--- config.mk ---
export PLATFORM = sky130hd
export DESIGN_NAME = regfile_2r1w
export DESIGN_NICKNAME = d
export VERILOG_FILES = /design/src/rtl/rf_pkg.sv /design/src/rtl/rf_read_port.sv /design/src/rtl/regfile_2r1w.sv
export SDC_FILE = /design/constraint.sdc
export NUM_CORES = 2
export LEC_CHECK = 0
export CAP_MARGIN = 20
export CORE_MARGIN = 4
export CORE_UTILIZATION = 25
export DETAILED_ROUTE_END_ITERATION = 10
export PLACE_DENSITY = 0.37
export SETUP_SLACK_MARGIN = 0.02
export SLEW_MARGIN = 20
export SYNTH_ARGS = -nofsm -noshare
export SYNTH_HDL_FRONTEND = slang
export SYNTH_SLANG_ARGS = --single-unit
--- constraint.sdc ---
create_clock -name clk -period 79.3 [get_ports clk]
set_input_delay 23.79 -clock clk [delete_from_list [all_inputs] [get_ports clk]]
set_output_delay 23.79 -clock clk [all_outputs]
set_load 0.05 [all_outputs]
--- src/rtl/rf_pkg.sv ---
// rtl/rf_pkg.sv - shared defaults and reset-pattern helper for the 2R1W register file
// Purpose: default widths, reset-pattern selectors and the init_val() helper
//          used to build each register's reset value.
// Ports:   none (package).
package rf_pkg;

  localparam int DEF_DATA_W    = 32;
  localparam int DEF_ADDR_W    = 5;
  localparam int INIT_IDENTITY = 1;
  localparam int INIT_ZERO     = 0;

  // Reset values are produced at a fixed wide width and sliced down by the
  // user, so DATA_W is limited to INIT_VAL_W bits.
  localparam int INIT_VAL_W = 64;

  function automatic logic [INIT_VAL_W-1:0] init_val(input int idx, input int mode);
    if (mode == INIT_IDENTITY) return INIT_VAL_W'(idx);
    return '0;
  endfunction

endpackage

--- src/rtl/rf_read_port.sv ---
// rtl/rf_read_port.sv - one combinational read port with optional write bypass
// Purpose: selects the addressed register, reports whether it is free of a
//          pending producer, and optionally forwards a same-cycle write.
// Ports:   rd_addr_i          read address
//          regs_i / pend_i    register contents and pending bits
//          wr_ok_i, wr_addr_i, wr_data_i   qualified write this cycle
//          rsv_ok_i, rsv_addr_i            qualified reserve this cycle
//          rd_data_o, rd_rdy_o             read result and ready flag
module rf_read_port
  import rf_pkg::*;
#(
  parameter int DATA_W   = DEF_DATA_W,
  parameter int ADDR_W   = DEF_ADDR_W,
  parameter int NUM_REGS = 32,
  parameter int BYPASS   = 1,
  parameter int ZERO_REG = 1
) (
  input  logic [ADDR_W-1:0]   rd_addr_i,
  input  logic [DATA_W-1:0]   regs_i [NUM_REGS],
  input  logic [NUM_REGS-1:0] pend_i,
  input  logic                wr_ok_i,
  input  logic [ADDR_W-1:0]   wr_addr_i,
  input  logic [DATA_W-1:0]   wr_data_i,
  input  logic                rsv_ok_i,
  input  logic [ADDR_W-1:0]   rsv_addr_i,
  output logic [DATA_W-1:0]   rd_data_o,
  output logic                rd_rdy_o
);

  localparam int              IDX_W = (NUM_REGS > 1) ? $clog2(NUM_REGS) : 1;
  localparam logic [ADDR_W:0] NREGS = (ADDR_W+1)'(NUM_REGS);

  logic [IDX_W-1:0] rd_idx;
  assign rd_idx = rd_addr_i[IDX_W-1:0];

  always_comb begin
    rd_data_o = '0;
    rd_rdy_o  = 1'b1;
    // Unimplemented addresses and a hard-wired r0 read as a free zero.
    if (({1'b0, rd_addr_i} < NREGS) && !(ZERO_REG != 0 && rd_addr_i == '0)) begin
      rd_data_o = regs_i[rd_idx];
      rd_rdy_o  = !pend_i[rd_idx];
      // wr_ok_i is already qualified, so a bypass hit is always a real write;
      // a reserve in the same cycle means a newer producer is still in flight.
      if (BYPASS != 0 && wr_ok_i && wr_addr_i == rd_addr_i) begin
        rd_data_o = wr_data_i;
        rd_rdy_o  = !(rsv_ok_i && rsv_addr_i == rd_addr_i);
      end
    end
  end

endmodule

--- src/rtl/regfile_2r1w.sv ---
// rtl/regfile_2r1w.sv - parametrised 2-read/1-write register file with pending bits
// Purpose: register array, per-register pending (scoreboard) bits, pending
//          count and write/reserve decode; two rf_read_port instances.
// Ports:   clk, rst                 clock, async active-high reset
//          rd_addr1/2 -> rd_data1/2, rd_rdy1/2   combinational reads
//          wr_en, wr_addr, wr_data  write port (also releases pending)
//          rsv_en, rsv_addr         reserve port (marks pending)
//          pend_cnt                 registered number of pending registers
module regfile_2r1w
  import rf_pkg::*;
#(
  parameter int DATA_W    = DEF_DATA_W,
  parameter int ADDR_W    = DEF_ADDR_W,
  parameter int NUM_REGS  = 32,
  parameter int BYPASS    = 1,
  parameter int ZERO_REG  = 1,
  parameter int INIT_MODE = INIT_IDENTITY
) (
  input  logic              clk,
  input  logic              rst,
  input  logic [ADDR_W-1:0] rd_addr1,
  output logic [DATA_W-1:0] rd_data1,
  output logic              rd_rdy1,
  input  logic [ADDR_W-1:0] rd_addr2,
  output logic [DATA_W-1:0] rd_data2,
  output logic              rd_rdy2,
  input  logic              wr_en,
  input  logic [ADDR_W-1:0] wr_addr,
  input  logic [DATA_W-1:0] wr_data,
  input  logic              rsv_en,
  input  logic [ADDR_W-1:0] rsv_addr,
  output logic [ADDR_W:0]   pend_cnt
);

  localparam int              IDX_W = (NUM_REGS > 1) ? $clog2(NUM_REGS) : 1;
  localparam logic [ADDR_W:0] NREGS = (ADDR_W+1)'(NUM_REGS);

  logic [DATA_W-1:0]   regs_q [NUM_REGS];
  logic [NUM_REGS-1:0] pend_q, pend_d;
  logic [ADDR_W:0]     cnt_q, cnt_d;
  logic                wr_ok, rsv_ok, pend_set, pend_clr;
  logic [IDX_W-1:0]    wr_idx, rsv_idx;

  function automatic logic addr_ok(input logic [ADDR_W-1:0] a);
    return ({1'b0, a} < NREGS) && !(ZERO_REG != 0 && a == '0);
  endfunction

  function automatic logic [DATA_W-1:0] init_word(input int i);
    logic [INIT_VAL_W-1:0] v;
    v = init_val(i, INIT_MODE);
    return v[DATA_W-1:0];
  endfunction

  // Gating with rst keeps the bypass path quiet during reset so reads show
  // the init pattern even if a write strobe is still asserted.
  assign wr_ok   = !rst && wr_en  && addr_ok(wr_addr);
  assign rsv_ok  = !rst && rsv_en && addr_ok(rsv_addr);
  assign wr_idx  = wr_addr[IDX_W-1:0];
  assign rsv_idx = rsv_addr[IDX_W-1:0];

  always_comb begin
    pend_d = pend_q;
    if (wr_ok)  pend_d[wr_idx]  = 1'b0;
    // Reserve applied last: a newer producer outranks the write that retires.
    if (rsv_ok) pend_d[rsv_idx] = 1'b1;
    pend_set = rsv_ok && !pend_q[rsv_idx];
    pend_clr = wr_ok && pend_q[wr_idx] && !(rsv_ok && rsv_idx == wr_idx);
    cnt_d    = cnt_q + (ADDR_W+1)'(pend_set) - (ADDR_W+1)'(pend_clr);
  end

  always_ff @(posedge clk or posedge rst) begin
    if (rst) begin
      for (int i = 0; i < NUM_REGS; i++) regs_q[i] <= init_word(i);
      pend_q <= '0;
      cnt_q  <= '0;
    end else begin
      if (wr_ok) regs_q[wr_idx] <= wr_data;
      pend_q <= pend_d;
      cnt_q  <= cnt_d;
    end
  end

  assign pend_cnt = cnt_q;

  rf_read_port #(
    .DATA_W(DATA_W), .ADDR_W(ADDR_W), .NUM_REGS(NUM_REGS),
    .BYPASS(BYPASS), .ZERO_REG(ZERO_REG)
  ) u_rd1 (
    .rd_addr_i(rd_addr1), .regs_i(regs_q), .pend_i(pend_q),
    .wr_ok_i(wr_ok), .wr_addr_i(wr_addr), .wr_data_i(wr_data),
    .rsv_ok_i(rsv_ok), .rsv_addr_i(rsv_addr),
    .rd_data_o(rd_data1), .rd_rdy_o(rd_rdy1)
  );

  rf_read_port #(
    .DATA_W(DATA_W), .ADDR_W(ADDR_W), .NUM_REGS(NUM_REGS),
    .BYPASS(BYPASS), .ZERO_REG(ZERO_REG)
  ) u_rd2 (
    .rd_addr_i(rd_addr2), .regs_i(regs_q), .pend_i(pend_q),
    .wr_ok_i(wr_ok), .wr_addr_i(wr_addr), .wr_data_i(wr_data),
    .rsv_ok_i(rsv_ok), .rsv_addr_i(rsv_addr),
    .rd_data_o(rd_data2), .rd_rdy_o(rd_rdy2)
  );

endmodule
Word level (Yosys, flattened, before mapping):

Index checks and enable logic that the tools add are counted.
Widths: inputs -> output; s select.

* latch bits: 0
* bits in writable memories: 0
* register bits: 1062
* output and inout port bits: 72
* word-level logic and storage cells: 116
* memories: 0
* ROM bits: 0

* multiplexer cells: 31
* div/mod/pow operators: 0
* eq/ne operators: 5
* add/sub/neg operators: 2
* shifts and indexed selects: 0
* multiply operators: 0
* bitwise gates (word level): 6
* reductions and logical operators: 28
* $lt $le $gt $ge: 10

Operators with widths (number)
* $bwmux 1024: 1
* $mux 32: 11
* $bmux 32 s5: 2
* $demux 32 s5: 1
* $and 32x32->32: 1
* $not 32->32: 1
* $or 32x32->32: 1
* $eq 5x5->1: 5
* $lt 5x6->1 const B: 4
* $bmux 1 s5: 4
* $logic_not 5->1: 4
* $ge 6x6->1 const B: 3
* $not 5->6: 3
* $logic_and 1x1->1: 15
* $demux 1 s5: 2
* $ge 5x1->1 const B: 2
* $mux 1: 10
* $logic_not 1->1: 9
* $add 6x1->6: 1
* $lt 6x1->1 const B: 1
* $sub 6x1->6: 1

Depth between registers and ports, before layout:

* word-level depth: 9
* depth in mapped cells: 14

Modules after synthesis:

From an unflattened synthesis, not the netlist that was laid out.

* cell total of the unflattened synthesis: 4144
* area, all modules: 58945.3 µm²

Modules (own cells, without submodules)
* regfile_2r1w: sequential area each 26675.6 µm², area each 40690.3 µm², cells each 2514, times used 1
* rf_read_port: sequential area each 0.0 µm², area each 9127.5 µm², cells each 815, times used 2

Worst setup path before layout:

OpenSTA, ideal clock, no wires.

* kind: input -> output
* start: input port rst
* end: output port rd_rdy1
* data required time: 55.510 ns
* stages on the path: 4
* arrival: 50.717 ns
* path buffers: 0
* setup slack: 4.793 ns
* cells stage by stage: inv_1 > nand2_1 > a21oi_1 > a31oi_1

* word-level cells in the longest chain between the ends: 7

Ends and longest elaborated chain
* start: declaration: RTL line regfile_2r1w.sv:20 `input logic rst,`
* $logic_not 1->1 (no line) (*)
* $logic_and 1x1->1 (2 in a row): RTL line regfile_2r1w.sv:57 `assign rsv_ok = !rst && rsv_en && addr_ok(rsv_addr);`
* $logic_and 1x1->1: RTL line rf_read_port.sv:47 `rd_rdy_o = !(rsv_ok_i && rsv_addr_i == rd_addr_i);`
* $logic_not 1->1: RTL line rf_read_port.sv:47
* $mux 1 (*): RTL line rf_read_port.sv:45 `if (BYPASS != 0 && wr_ok_i && wr_addr_i == rd_addr_i) begin`
* $mux 1 (*): RTL line rf_read_port.sv:40 `if (({1'b0, rd_addr_i} < NREGS) && !(ZERO_REG != 0 && rd_addr_i == '0)) begin`
* end: declaration: RTL line regfile_2r1w.sv:23 `output logic rd_rdy1,`

Mark *: on every way between the ends. The rest lies on a longest branch, timed or not.

Worst setup path in the final report:

* start: input port rd_addr1[0]
* end: output port rd_data1[23]

* word-level cells in the longest chain between the ends: 6

Ends and longest elaborated chain
* start: declaration: RTL line regfile_2r1w.sv:21 `input logic [ADDR_W-1:0] rd_addr1,`
* $not 5->6 (implied by the code): RTL line rf_read_port.sv:41 `rd_data_o = regs_i[rd_idx];`
* $bmux 32 s5: RTL line rf_read_port.sv:41
* $mux 32 (implied by the code) (2 in a row): RTL line rf_read_port.sv:41
* $mux 32: RTL line rf_read_port.sv:45
* $mux 32 (*): RTL line rf_read_port.sv:40
* end: declaration: RTL line regfile_2r1w.sv:22 `output logic [DATA_W-1:0] rd_data1,`

Mark *: on every way between the ends. The rest lies on a longest branch, timed or not. The select of a mux whose other input is x is not followed.

==> impl_metrics.tcl <==
set metrics [dict create \
    status "finished, final reports clean" \
    synth-seq-cells 1062 \
    hold_path.class "reg2reg" \
    chipWidth_um 493 \
    nNetsFinal 4222 \
    crit_path_end_kind "primary output" \
    layout-drive-gt1-share_pct 46.5 \
    period_needed_ns 52.95 \
    dr_total_vias 39892 \
    tightest_slew_ns 1.15 \
    synth-main-ff-cell "dfrtp_1" \
    synth_nets 4254 \
    leakagePower_nw 29.6 \
    fin_setup_tns_ns 0 \
    synthCells 4191 \
    core-area_um2 233000 \
    path_clk_slew_ns 0.05 \
    yosysSeqAreaShare_pct 45.4 \
    finalNonFillerCells 7395 \
    gr-usage-all-layers_pct 21.2 \
    overflow 0 \
    clkPwrFrac_pct 40.4 \
    ys_top_cells_by_area "dfrtp_1 42%, mux2_2 20%, mux4_2 15%" \
    cts_setup_buffers 0 \
    ctsHoldBuffers 0 \
    top_layer_used "met5" \
    async_reset_ff_share_pct 100 \
    cts_sinks 1062 \
    cts_resized 0 \
    clockRootBuffer "clkbuf_16" \
    wl_met3_um 11500 \
    critPathMaxFanout 53 \
    synth_top_cell_by_area "dfrtp_1" \
    ioPinCount 128 \
    slew_headroom_pct 22.4 \
    syn-cell-area_um2 58800 \
    initial_core_util_pct 25.2 \
    met1_length_um 115000 \
    p_per_area_nw_per_um2 24.2 \
    clockBufferDepth 3 \
    synth_top_area_share_pct 41.8 \
    grt_max_degree 148 \
    row_count 177 \
    clock_skew_ns 0.0293 \
    nFillCells 23481 \
    drt_iter0_markers 2876 \
    comb_power_share_pct 18.5 \
    wl_um 261000 \
    viasPerCell 5.39 \
    maxCapViolations 0 \
    cts_tree "built" \
    rsz0062_at_grt "false" \
    cp_data_required_time_ns 55.51 \
    swShare_pct 28.8 \
    drtAntennaViolNets 0 \
    grt_pass1_vias 41260 \
    synth_edf_count 0 \
    switching_power_mw 0.472 \
    yosysWarnings 0 \
    drc 0 \
    cts_made_buffers 139 \
    p_seq_share_pct 41.0 \
    synthToLayoutAreaGrowth_pct 15.5 \
    grt_pass1_wl_um 361000 \
    place_inst 7149 \
    criticalPathCategory "in2out" \
    dp.final_hpwl_um 153000 \
    dieArea_um2 243000 \
    clk_latency_ns 0.80 \
    port_buffers 127 \
    ys_types 76 \
    setup_viol 0 \
    post-route-period-util_pct 66.8 \
    htreeDepth 4 \
    finalMaxSlewViolations 0 \
    critPathLaunchType "primary input" \
    antenna_found_initial 24 \
    route.met2.wl_um 125000 \
    ir_drop_mv 0.0136 \
    chipHeight_um 493 \
    worstPathArrival_ns 29.16 \
    avgSynthCellArea_um2 14.0 \
    routedWlPerCell_um 35.2 \
    hold_violations 0 \
    dr.pass1.iters 5 \
    max_freq_mhz 18.9 \
    place_congestion 0.757 \
    p_int_mw 1.17 \
]
==> layout make-up <==
type / instances / area, um^2 / area share, %
multi-input cells: 2631 / 29900 / 44.0
clock buffers: 198 / 4140 / 6.09
repair buffers: 294 / 2580 / 3.81
inverters: 31 / 124 / 0.182
clock inverters: 45 / 576 / 0.848
diodes: 2 / 5.00 / 0.00737
flip-flops and latches: 1062 / 26700 / 39.3
well taps: 3132 / 3920 / 5.77
==> power groups by stage <==
| stage | clock, mW | sequential [mW] | combinational (mW) |
|---|---|---|---|
| after floorplan | 0 | 0.669 | 0.219 |
| after global placement | 0 | 0.681 | 0.304 |
| after detailed placement | 0 | 0.681 | 0.307 |
| after CTS | 0.682 | 0.672 | 0.308 |
| after global routing | 0.702 | 0.682 | 0.326 |
| final | 0.664 | 0.674 | 0.304 |
==> flip-flops by register name, indices dropped and copies added (netlist names) <==
name,count
pend_cnt,6
regs_q,1024
pend_q,32
==> per-stage QoR <==
step                setup slack [ns]  hold slack (ns)  area, um^2  power (mW)  util, %
CTS                            26.23            0.396       67900        1.66     29.1
detailed placement             26.22            0.383       63100       0.988     27.1
global placement               26.21            0.380       63100       0.985     27.1
floorplan                       4.79            0.441       58800       0.887        -
global route                   26.05            0.404       67900        1.71     29.1
finish                         26.35            0.393       67900        1.64     29.1
==> critical path, stage by stage <==
cell	delay, ns
buf_8	0.40
buf_4	0.47
buf_4	0.63
buf_4	0.53
buf_4	0.79
mux2i_1	0.16
a221o_1	0.41
nor2_1	0.11
o21ai_0	0.08
o311ai_1	0.71
clkdlybuf4s50_1	0.96
==> cells in the final DEF, fill, tap and decap left out, types with 18 or more instances in the layout <==
master           synthesis  final
nand2_4                  0     20
clkbuf_8                 0     34
dfrtp_1                982    982
o22ai_1                 76     76
dfstp_2                 80     80
a21oi_1                 46     46
nand4_1                 26     26
a221oi_1                83     83
mux2_2                1036   1036
o211ai_1                21     21
inv_1                   27     24
mux4_2                 384    384
clkbuf_16                0    144
clkbuf_1               198     21
nor3_1                  27     26
nand3_1                 18     18
nor2_1                  82     65
clkdlybuf4s50_1          0    116
o21ai_0                 53     52
buf_4                   37    166
nand2b_1                29     28
a22oi_1                 55     55
nand2_1                 76     53
mux2i_1                288    288
a211oi_1                28     28
clkinv_2                 0     24
a22o_1                  26     26
==> Yosys cell counts, drive strengths merged, types with 26 or more instances <==
library cell  count
dfstp            80
o21ai            53
a21oi            46
nand2            76
mux2           1036
a22o             26
a211oi           28
o22ai            76
nand2b           29
nand4            26
buf             266
nor3             28
dfrtp           982
clkbuf          200
mux4            393
nor2             82
inv              29
a22oi            55
a221oi           83
mux2i           288
==> logic make-up (layout without fill, tap and decap cells) <==
group                    count (synthesis)  after routing  share of synthesized area [%]
flip-flops                            1062           1062                           45.4
multiplexers                          1717           1717                           39.9
buffers and inverters                  498            568                           4.45
XOR/XNOR                                30             30                          0.447
AND/OR/NAND/NOR                        369            369                           3.33
other                                    0              2                              0
adder cells (fa/ha/maj)                  7              7                          0.162
AO/OA/AOI/OAI                          508            508                           6.39
==> path summary, 6_finish.rpt <==
path                              startpoint      endpoint  slack, ns  depth (start not counted)
worst max-delay path             rd_addr1[0]  rd_data1[23]      26.35                         11
worst min-delay path            regs_q[1019]  regs_q[1019]       0.39                          0
worst max register to register    pend_q[23]   pend_cnt[4]      76.00                         12
worst min register to register  regs_q[1019]  regs_q[1019]       0.39                          0
max in group asynchronous                rst   regs_q[496]      51.71                          6
min in group asynchronous                rst    pend_q[13]      23.66                          2
==> metal layers <==
metal	up-vias	GRT usage, %
met5	-	0
met4	8	7.08
met3	353	2.96
met2	1133	35.0
met1	22199	28.5
li1	16199	-
Power figures use the tool's default switching activity.
